==> src/rtl/j4_io_hub_if.sv <==
// ============================================================================
// Module : j4_io_hub_if
// Brief  : j4 IO bus bundle between the CPU (master) and the io hub (slave).
// Rev    : 1.0  initial release
// ============================================================================
`default_nettype none

interface j4_io_hub_if;
    logic        io_rd;
    logic        io_wr;
    logic [1:0]  io_slot;
    logic [15:0] mem_addr;
    logic [15:0] dout;
    logic [15:0] io_din;
    logic [3:0]  kill_slot_rq;

    modport master (
        output io_rd, io_wr, io_slot, mem_addr, dout,
        input  io_din, kill_slot_rq
    );

    modport slave (
        input  io_rd, io_wr, io_slot, mem_addr, dout,
        output io_din, kill_slot_rq
    );
endinterface

`default_nettype wire

==> src/rtl/j4_io_hub.sv <==
// ============================================================================
// Module : j4_io_hub
// Brief  : j4 IO responder: slot id, inter-thread mailboxes, watchdogs, kills.
//          Optional cycle timestamp at 0x1001 via macro IO_HUB_TIMESTAMP_EN.
// Rev    : 1.0  initial release
// ============================================================================
`default_nettype none

module j4_io_hub #(
    parameter int MBOX_DEPTH = 4,
    parameter int WDOG_W     = 16
) (
    input  wire logic   clk,
    input  wire logic   reset,
    j4_io_hub_if.slave  bus
);

    localparam int            c_PTR_W   = $clog2(MBOX_DEPTH);
    localparam logic [4:0]    c_FULL    = 5'(MBOX_DEPTH);
    localparam logic [c_PTR_W-1:0] c_PTR_ONE = c_PTR_W'(1);
    localparam logic [WDOG_W-1:0]  c_WD_ONE  = WDOG_W'(1);
    localparam logic [WDOG_W-1:0]  c_WD_ZERO = '0;

    localparam logic [15:0] c_A_SLOTID = 16'h1000;
    localparam logic [15:0] c_A_TSTAMP = 16'h1001;
    localparam logic [15:0] c_A_MBOX   = 16'h2000;
    localparam logic [15:0] c_A_DEST   = 16'h2001;
    localparam logic [15:0] c_A_STATUS = 16'h2002;
    localparam logic [15:0] c_A_WDOG   = 16'h4000;
    localparam logic [15:0] c_A_KILL   = 16'h4001;

    logic [15:0]        r_io_din;
    logic [3:0]         r_kill;
    logic [15:0]        r_mem  [4][MBOX_DEPTH];
    logic [c_PTR_W-1:0] r_wptr [4];
    logic [c_PTR_W-1:0] r_rptr [4];
    logic [4:0]         r_cnt  [4];
    logic [3:0]         r_ovf;
    logic [1:0]         r_dest [4];
    logic [WDOG_W-1:0]  r_wdog [4];

    logic [1:0]   w_s;
    logic         w_rd;
    logic         w_wr;
    logic [3:0]   w_push;
    logic [3:0]   w_pop;
    logic [3:0]   w_stat_rd;
    logic [3:0]   w_dest_wr;
    logic [3:0]   w_wd_ld;
    logic [3:0]   w_full;
    logic [3:0]   w_empty;
    logic [3:0]   w_expire;
    logic [3:0]   w_sw_kill;
    logic [15:0]  w_rdata;
    logic [15:0]  w_ts;

`ifdef IO_HUB_TIMESTAMP_EN
    logic [15:0] r_ts;

    always_ff @(posedge clk) begin
        if (reset) begin
            r_ts <= 16'd0;
        end else begin
            r_ts <= r_ts + 16'd1;
        end
    end

    assign w_ts = r_ts;
`else
    assign w_ts = 16'd0;
`endif

    // A slot whose kill pulse is live has all of its own accesses ignored.
    always_comb begin
        w_s  = bus.io_slot;
        w_rd = bus.io_rd && !r_kill[w_s];
        w_wr = bus.io_wr && !r_kill[w_s];
    end

    always_comb begin
        w_push    = '0;
        w_pop     = '0;
        w_stat_rd = '0;
        w_dest_wr = '0;
        w_wd_ld   = '0;
        w_full    = '0;
        w_empty   = '0;
        w_expire  = '0;
        for (int n = 0; n < 4; n++) begin
            w_full[n]    = (r_cnt[n] == c_FULL);
            w_empty[n]   = (r_cnt[n] == 5'd0);
            w_push[n]    = w_wr && (bus.mem_addr == c_A_MBOX) &&
                           (r_dest[w_s] == 2'(n)) && !r_kill[n];
            w_pop[n]     = w_rd && (bus.mem_addr == c_A_MBOX) &&
                           (w_s == 2'(n)) && !w_empty[n];
            w_stat_rd[n] = w_rd && (bus.mem_addr == c_A_STATUS) && (w_s == 2'(n));
            w_dest_wr[n] = w_wr && (bus.mem_addr == c_A_DEST) && (w_s == 2'(n));
            w_wd_ld[n]   = w_wr && (bus.mem_addr == c_A_WDOG) && (w_s == 2'(n));
            // A load landing on the expiry edge replaces the countdown silently.
            w_expire[n]  = (r_wdog[n] == c_WD_ONE) && !w_wd_ld[n] && !r_kill[n];
        end
        w_sw_kill = (w_wr && (bus.mem_addr == c_A_KILL)) ? bus.dout[3:0] : 4'b0000;
    end

    always_comb begin
        w_rdata = 16'd0;
        case (bus.mem_addr)
            c_A_SLOTID: w_rdata = {14'b0, w_s};
            c_A_TSTAMP: w_rdata = w_ts;
            c_A_MBOX:   w_rdata = w_empty[w_s] ? 16'd0 : r_mem[w_s][r_rptr[w_s]];
            c_A_DEST:   w_rdata = {14'b0, r_dest[w_s]};
            c_A_STATUS: w_rdata = {7'b0, r_ovf[w_s], r_cnt[w_s], 1'b0,
                                   w_full[w_s], w_empty[w_s]};
            c_A_WDOG:   w_rdata = 16'(r_wdog[w_s]);
            default:    w_rdata = 16'd0;
        endcase
    end

    // Mailbox storage carries no reset; occupancy lives in the pointers/counts.
    always_ff @(posedge clk) begin
        for (int n = 0; n < 4; n++) begin
            if (w_push[n] && !w_full[n]) begin
                r_mem[n][r_wptr[n]] <= bus.dout;
            end
        end
    end

    always_ff @(posedge clk) begin
        if (reset) begin
            r_io_din <= 16'd0;
            r_kill   <= 4'b0000;
            r_ovf    <= 4'b0000;
            for (int n = 0; n < 4; n++) begin
                r_wptr[n] <= '0;
                r_rptr[n] <= '0;
                r_cnt[n]  <= 5'd0;
                r_dest[n] <= 2'(n);
                r_wdog[n] <= c_WD_ZERO;
            end
        end else begin
            r_kill <= w_sw_kill | w_expire;
            if (bus.io_rd) begin
                r_io_din <= r_kill[w_s] ? 16'd0 : w_rdata;
            end
            for (int n = 0; n < 4; n++) begin
                if (r_kill[n]) begin
                    r_wptr[n] <= '0;
                    r_rptr[n] <= '0;
                    r_cnt[n]  <= 5'd0;
                    r_ovf[n]  <= 1'b0;
                    r_dest[n] <= 2'(n);
                    r_wdog[n] <= c_WD_ZERO;
                end else begin
                    if (w_push[n]) begin
                        if (w_full[n]) begin
                            r_ovf[n] <= 1'b1;
                        end else begin
                            r_wptr[n] <= r_wptr[n] + c_PTR_ONE;
                            r_cnt[n]  <= r_cnt[n] + 5'd1;
                        end
                    end
                    if (w_pop[n]) begin
                        r_rptr[n] <= r_rptr[n] + c_PTR_ONE;
                        r_cnt[n]  <= r_cnt[n] - 5'd1;
                    end
                    if (w_stat_rd[n]) begin
                        r_ovf[n] <= 1'b0;
                    end
                    if (w_dest_wr[n]) begin
                        r_dest[n] <= bus.dout[1:0];
                    end
                    if (w_wd_ld[n]) begin
                        r_wdog[n] <= WDOG_W'(bus.dout);
                    end else if (r_wdog[n] != c_WD_ZERO) begin
                        r_wdog[n] <= r_wdog[n] - c_WD_ONE;
                    end
                end
            end
        end
    end

    assign bus.io_din       = r_io_din;
    assign bus.kill_slot_rq = r_kill;

endmodule

`default_nettype wire
==> src/flat_wrapper.sv <==
// flat-port wrapper written by rule: the top's interface ports become plain ports
module j4_io_hub_flat 
#(
    parameter int MBOX_DEPTH = 4,
    parameter int WDOG_W     = 16
)
  (clk, reset, bus_io_rd, bus_io_wr, bus_io_slot, bus_mem_addr, bus_dout, bus_io_din, bus_kill_slot_rq);
  j4_io_hub_if bus_i ();
  input  wire logic clk;
  input  wire logic reset;
  input wire logic [$bits(bus_i.io_rd)-1:0] bus_io_rd;
  input wire logic [$bits(bus_i.io_wr)-1:0] bus_io_wr;
  input wire logic [$bits(bus_i.io_slot)-1:0] bus_io_slot;
  input wire logic [$bits(bus_i.mem_addr)-1:0] bus_mem_addr;
  input wire logic [$bits(bus_i.dout)-1:0] bus_dout;
  output wire logic [$bits(bus_i.io_din)-1:0] bus_io_din;
  output wire logic [$bits(bus_i.kill_slot_rq)-1:0] bus_kill_slot_rq;
  assign bus_i.io_rd = bus_io_rd;
  assign bus_i.io_wr = bus_io_wr;
  assign bus_i.io_slot = bus_io_slot;
  assign bus_i.mem_addr = bus_mem_addr;
  assign bus_i.dout = bus_dout;
  assign bus_io_din = bus_i.io_din;
  assign bus_kill_slot_rq = bus_i.kill_slot_rq;
  j4_io_hub #(.MBOX_DEPTH(MBOX_DEPTH), .WDOG_W(WDOG_W)) u_core (.clk(clk), .reset(reset), .bus(bus_i));
endmodule
==> config.mk <==
export PLATFORM = sky130hd
export DESIGN_NAME = j4_io_hub_flat
export DESIGN_NICKNAME = d
export VERILOG_FILES = /design/src/rtl/j4_io_hub_if.sv /design/src/rtl/j4_io_hub.sv /design/src/flat_wrapper.sv
export SDC_FILE = /design/constraint.sdc
export NUM_CORES = 1
export LEC_CHECK = 0
export CORE_UTILIZATION = 40
export CTS_CLUSTER_SIZE = 8
export DETAILED_ROUTE_END_ITERATION = 10
export DONT_BUFFER_PORTS = 1
export PLACE_DENSITY = 0.57
export SYNTH_ARGS = -nofsm -noshare
export SYNTH_HDL_FRONTEND = slang
export SYNTH_SLANG_ARGS = --single-unit
==> constraint.sdc <==
create_clock -name clk -period 5.9 [get_ports clk]
set_input_delay 1.18 -clock clk [delete_from_list [all_inputs] [get_ports clk]]
set_output_delay 1.18 -clock clk [all_outputs]
set_load 0.01 [all_outputs]
# After elaboration in Yosys (flattened, before gate mapping)
# Memories as Yosys holds them, arrays and structs flattened.
# Cells that the tools add are included.
dict set report op_classes {
  n_eq_ne 20
  muxes 190
  n_reduce_logical 90
  bitwise 54
  n_lt_le_gt_ge 10
  n_addsub 20
}
# op count
set op_table {}
lappend op_table {{$mux 64} 10}
lappend op_table {{$mux 16} 20}
lappend op_table {{$reduce_or 64->1} 3}
lappend op_table {{$demux 16 s2} 4}
lappend op_table {{$mux 1} 110}
lappend op_table {{$pmux 16 s5} 1}
lappend op_table {{$eq 16x1->1 const B} 4}
lappend op_table {{$reduce_bool 16->1} 4}
lappend op_table {{$sub 16x1->16 const B} 4}
lappend op_table {{$mux 5} 12}
lappend op_table {{$mux 2} 27}
lappend op_table {{$logic_and 1x1->1} 52}
lappend op_table {{$eq 16x14->1 const B} 3}
lappend op_table {{$or 1x1->1} 48}
lappend op_table {{$bmux 16 s2} 1}
lappend op_table {{$eq 16x15->1 const B} 2}
lappend op_table {{$add 5x1->5 const B} 4}
lappend op_table {{$eq 5x3->1 const B} 4}
lappend op_table {{$logic_not 5->1} 4}
lappend op_table {{$sub 5x1->5 const B} 4}
lappend op_table {{$logic_not 1->1} 17}
lappend op_table {{$add 2x1->2 const B} 8}
lappend op_table {{$eq 16x13->1 const B} 1}
lappend op_table {{$ge 3x3->1 const B} 5}
lappend op_table {{other kinds (11)} 32}
dict set report totals {
  out_inout_bits 20
  wordCells 396
  n_memories 6
  reg_bits 24
  ramBits 364
}
# memory depth word_bits rd rd_clocked_by_memory_dff wr line
set mem_list {}
lappend mem_list {u_core.r_mem 4 64 1 0 1 j4_io_hub.sv:34} ;# logic [15:0] r_mem [4][MBOX_DEPTH];
lappend mem_list {u_core.r_wdog 4 16 5 0 4 j4_io_hub.sv:40} ;# logic [WDOG_W-1:0] r_wdog [4];
lappend mem_list {u_core.r_cnt 4 5 5 0 4 j4_io_hub.sv:37} ;# logic [4:0] r_cnt [4];
lappend mem_list {u_core.r_dest 4 2 1 0 4 j4_io_hub.sv:39} ;# logic [1:0] r_dest [4];
lappend mem_list {u_core.r_rptr 4 2 5 0 4 j4_io_hub.sv:36} ;# logic [c_PTR_W-1:0] r_rptr [4];
lappend mem_list {u_core.r_wptr 4 2 4 0 4 j4_io_hub.sv:35} ;# logic [c_PTR_W-1:0] r_wptr [4];

# Depth between registers and ports, before layout
dict set report logic_depth {
  word_depth 14
  ltp_mapped 9
  mapped_depth_nobuf 8
}

# Least setup slack after synthesis
# OpenSTA, ideal clock, no wires.
dict set report synth_timing {
  path_kind {input-to-reg}
  startpoint {input port bus_io_slot[1]}
  endpoint {memory u_core.r_wdog[3][0], enable pin}
  setup_ns 0.375
  stages 7
  required_time_ns 5.525
  arrival_time_ns 3.188
  setup_slack_ns 2.337
  path_cell_list {mux4_2 or2_1 buf_2 or3_1 buf_2 o21a_1 nand3_1}
}
# item line
set synth_rtl {}
lappend synth_rtl {{from (decl)} flat_wrapper.sv:13} ;# input wire logic [$bits(bus_i.io_slot)-1:0] bus_io_slot;
lappend synth_rtl {{to (decl)} j4_io_hub.sv:40}

# Worst setup path in the final report
dict set report layout_timing {
  startpoint {input port bus_mem_addr[14]}
  endpoint {memory u_core.r_mem[3][46] in the netlist's numbering, enable pin}
}
dict set report layout_via {
  elab_chain_cells 11
}
# item line
set layout_rtl {}
lappend layout_rtl {{from (decl)} flat_wrapper.sv:14} ;# input wire logic [$bits(bus_i.mem_addr)-1:0] bus_mem_addr;
lappend layout_rtl {{$eq 16x14->1 *} j4_io_hub.sv:92} ;# w_push[n] = w_wr && (bus.mem_addr == c_A_MBOX) &&
lappend layout_rtl {{$logic_and 1x1->1 *} j4_io_hub.sv:92}
lappend layout_rtl {{$logic_and 1x1->1} j4_io_hub.sv:92}
lappend layout_rtl {{$logic_and 1x1->1} j4_io_hub.sv:93} ;# (r_dest[w_s] == 2'(n)) && !r_kill[n];
lappend layout_rtl {{$logic_and 1x1->1} j4_io_hub.sv:122} ;# if (w_push[n] && !w_full[n]) begin
lappend layout_rtl {{$mux 1} j4_io_hub.sv:122}
lappend layout_rtl {{$mux 64 (implied by the code)} j4_io_hub.sv:123} ;# r_mem[n][r_wptr[n]] <= bus.dout;
lappend layout_rtl {{$reduce_or 64->1 (no line)} --}
lappend layout_rtl {{$mux 2 (no line) / $mux 64 (equally long branches) (3 in series)} --}
lappend layout_rtl {{to (decl)} j4_io_hub.sv:34}
# Every way passes the cells marked *; elsewhere a longest branch is shown, timed or not.

==> metrics.cfg <==
[grt]
grt_pass1_vias=11250
grt-ovfl-total=0
grt_max_degree=105
grt_pass1_wl_um=75000
antenna_found_initial=1
grt_usage_pct=21.8

[synthesis]
ys_seq_area_share_pct=61.3
synth_flop_cell=edfxtp_1
syn_nets=1396
synth_top_family_by_area=multiplexers
mappedNetlistArea_mm2=0.0186
ys_types=67
synth_adder_area_share_pct=2.69
async_flop_share_pct=0
synth-xor-area-share_pct=2.87
synthSimpleGateAreaFrac_pct=11.7
syn_inst=1318
synth_compound_area_share_pct=6.24
synth.mux.area_fraction_pct=13.1
yosysWarnings=0
syn_avg_cell_area_um2=14.1
synth-edff-count=364
ys_seq_elements=388

[sta]
rsz0062_at_grt=false
min_period_ps=4010
slew_violations=0
clock.fmax_mhz=249
skew_ps=21.1
tightest_slew_ps=1230
setup_tns_ps=0
max_slew_margin_pct=17.1
fin_ws_ps=1890
whs_ps=458
fin_crit_sh_pct=68.0
setup_viol=0
timing_hold_violations_final=0

[drt]
firstDrtPassIters=5
drc=0
drt_iter0_drc=1178
via_per_inst=5.88
drt-total-wl_um=50800
vias=11492
antenna_left=0
wl_per_cell_um=26.0

[setup_path]
cp_slowest_cell=nor4b_1
criticalPathCategory=in2reg
crit_family=simple AND/OR/NAND/NOR gates
cp_cell_sequence=nor4b_1 -> nand4_1 -> buf_4 -> nor3_1 -> and3_1 -> nor2b_1 -> and2_1
cp.required_ps=6110
worstSetupStartpointType=primary input
cp_max_fo=16
path_buf_inv=1
max_stage_delay_ps=880
crit_path_end_kind=flip-flop
arrival_ps=4220

[cells_and_area]
final_nets=1398
drive_gt1_share_pct=14.0
multi_input_area_mm2=0.00680
register_area_mm2=0.0114
syn2layout_area_growth_pct=11.1
fin_area_mm2=0.0207
fillCellCount=4049

[outcome]
status=finished clean

[job]
maxCapViolCount=0

[die]
die_w_um=218
io_pins=58
start_util_pct=40.8
design.core.area_mm2=0.0457
dieArea_mm2=0.0474
row_count=78
die_h_um=218

[clock_tree]
cts_root_buf=clkbuf_16
cts.clk_slew.worst_paths_ps=50
clk_path_buf_depth=3
holdBufCountCts=0
cts_setup_buffers=0
htreeDepth=2
cts_sinks=388
cts.repair.resized=0
clk_latency_ps=600
cts_tree=done
cts_buffers=54

[power_and_ir_drop]
switching_share_pct=27.8
p_sw_mw=2.13
leakage_nw=6.64
p_clk_share_pct=37.2
p_int_mw=5.54
power_frac_seq_pct=46.5
vdd_drop_max_uv=325
p_per_area_mw_per_mm2=371
p_comb_share_pct=16.2

[place]
gp_congestion=0.919
dp_worst_setup_slack_ps=1440
dpl-instance-area_mm2=0.0191
portBuffers=0
hpwlAfterDp_um=33900

[min_path]
holdCritPathClass=reg2reg

-- layout make-up --
class / instances / share of cell area [%]
antenna: 1 / 0.0121
clock buffer: 86 / 7.12
clock inverter: 4 / 0.290
inverter: 35 / 0.635
multi-input combinational: 835 / 32.9
sequential: 388 / 55.2
tap: 600 / 3.63
timing repair buffer: 6 / 0.218
-- Yosys cell counts, types with 11 or more instances --
library cell	number	area, µm²
mux2i_1	18	180
nor2_1	62	233
o21ai_0	13	65.1
ha_1	40	500
xor2_1	18	158
inv_1	35	131
or3_1	11	68.8
a221oi_1	19	166
nor2b_1	18	113
nand4_1	12	75.1
dfxtp_1	24	480
buf_2	24	120
nor3_1	36	180
nor4_1	27	169
mux4_2	92	2070
nand2_1	143	537
o21ai_1	65	325
o211ai_1	16	120
and2_1	24	150
clkbuf_1	32	120
edfxtp_1	364	10900
nand3_1	22	110
xnor2_1	43	377
mux2_2	16	180
a21oi_1	22	110
-- through the flow --
step | cells | util, % | total power [mW]
finish | 1955 | 45.3 | 7.67
global route | 1954 | 45.3 | 7.97
CTS | 1954 | 45.3 | 7.71
detailed placement | 1864 | 41.9 | 4.85
global placement | 1864 | 41.9 | 4.82
floorplan | 1318 | - | 4.51
-- power groups by stage --
| stage | Combinational, mW | Clock, mW | Sequential, mW |
|---|---|---|---|
| final | 1.25 | 2.85 | 3.57 |
| after global routing | 1.37 | 3.01 | 3.59 |
| after detailed placement | 1.24 | 0 | 3.61 |
| after global placement | 1.22 | 0 | 3.60 |
| after CTS | 1.25 | 2.90 | 3.56 |
| after floorplan | 1.03 | 0 | 3.48 |
-- placed cells by master, fill, tap and decap left out, types with 18 or more instances in the layout --
cell | Yosys | final
ha_1 | 40 | 40
mux4_2 | 92 | 92
nor2b_1 | 18 | 18
dfxtp_1 | 24 | 24
a21oi_1 | 22 | 22
edfxtp_1 | 364 | 364
nor3_1 | 36 | 36
xor2_1 | 18 | 18
xnor2_1 | 43 | 43
a221oi_1 | 19 | 19
clkbuf_1 | 32 | 32
mux2i_1 | 18 | 18
o21ai_1 | 65 | 65
nor2_1 | 62 | 62
inv_1 | 35 | 35
nand3_1 | 22 | 22
and2_1 | 24 | 24
clkbuf_16 | 0 | 54
nor4_1 | 27 | 27
nand2_1 | 143 | 143
-- layer usage --
metal / routed length (µm) / GRT usage (%)
met5: 0 / 0
met1: 21800 / 29.7
met4: 1620 / 7.44
met2: 23200 / 33.4
met3: 4130 / 6.08
-- flip-flops by register name, summed over array words and instances (netlist names), 8 cells and up --
signal and cells:
u_core.r_wdog 64, u_core.r_mem 256, u_core.r_wptr 8, u_core.bus.io_din 16, u_core.r_cnt 20, u_core.r_dest 8
u_core.r_rptr 8
-- kinds of logic (layout without fill, tap and decap cells) --
| logic type | after synthesis | count (layout) |
|---|---|---|
| AOI/OAI and AO/OA | 183 | 183 |
| xor gates and xnor gates | 61 | 61 |
| adders and majority gates | 40 | 40 |
| buffers and inverters | 95 | 131 |
| DFF | 388 | 388 |
| muxes | 126 | 126 |
| other | 0 | 1 |
| and+or+nand+nor | 425 | 425 |
-- worst paths after layout --
check | startpoint | to | slack, ps | cells past startpoint
setup / recovery | bus_mem_addr[14] | u_core.r_mem[3][46] | 1890 | 7
hold / removal | u_core.r_ovf[1] | u_core.r_ovf[1] | 460 | 1
setup reg to reg | u_core.bus.kill_slot_rq[3] | u_core.r_mem[3][46] | 2330 | 6
hold reg to reg | u_core.r_ovf[1] | u_core.r_ovf[1] | 460 | 1
-- worst register-to-register path: stages, from the launching register on --
cell and delay [ps]:
dfxtp_1 440, mux4_2 540, or2_1 350, nor3_1 390, and3_1 230, nor2b_1 470
and2_1 750
Note: power is estimated with default switching activity, not from simulation.
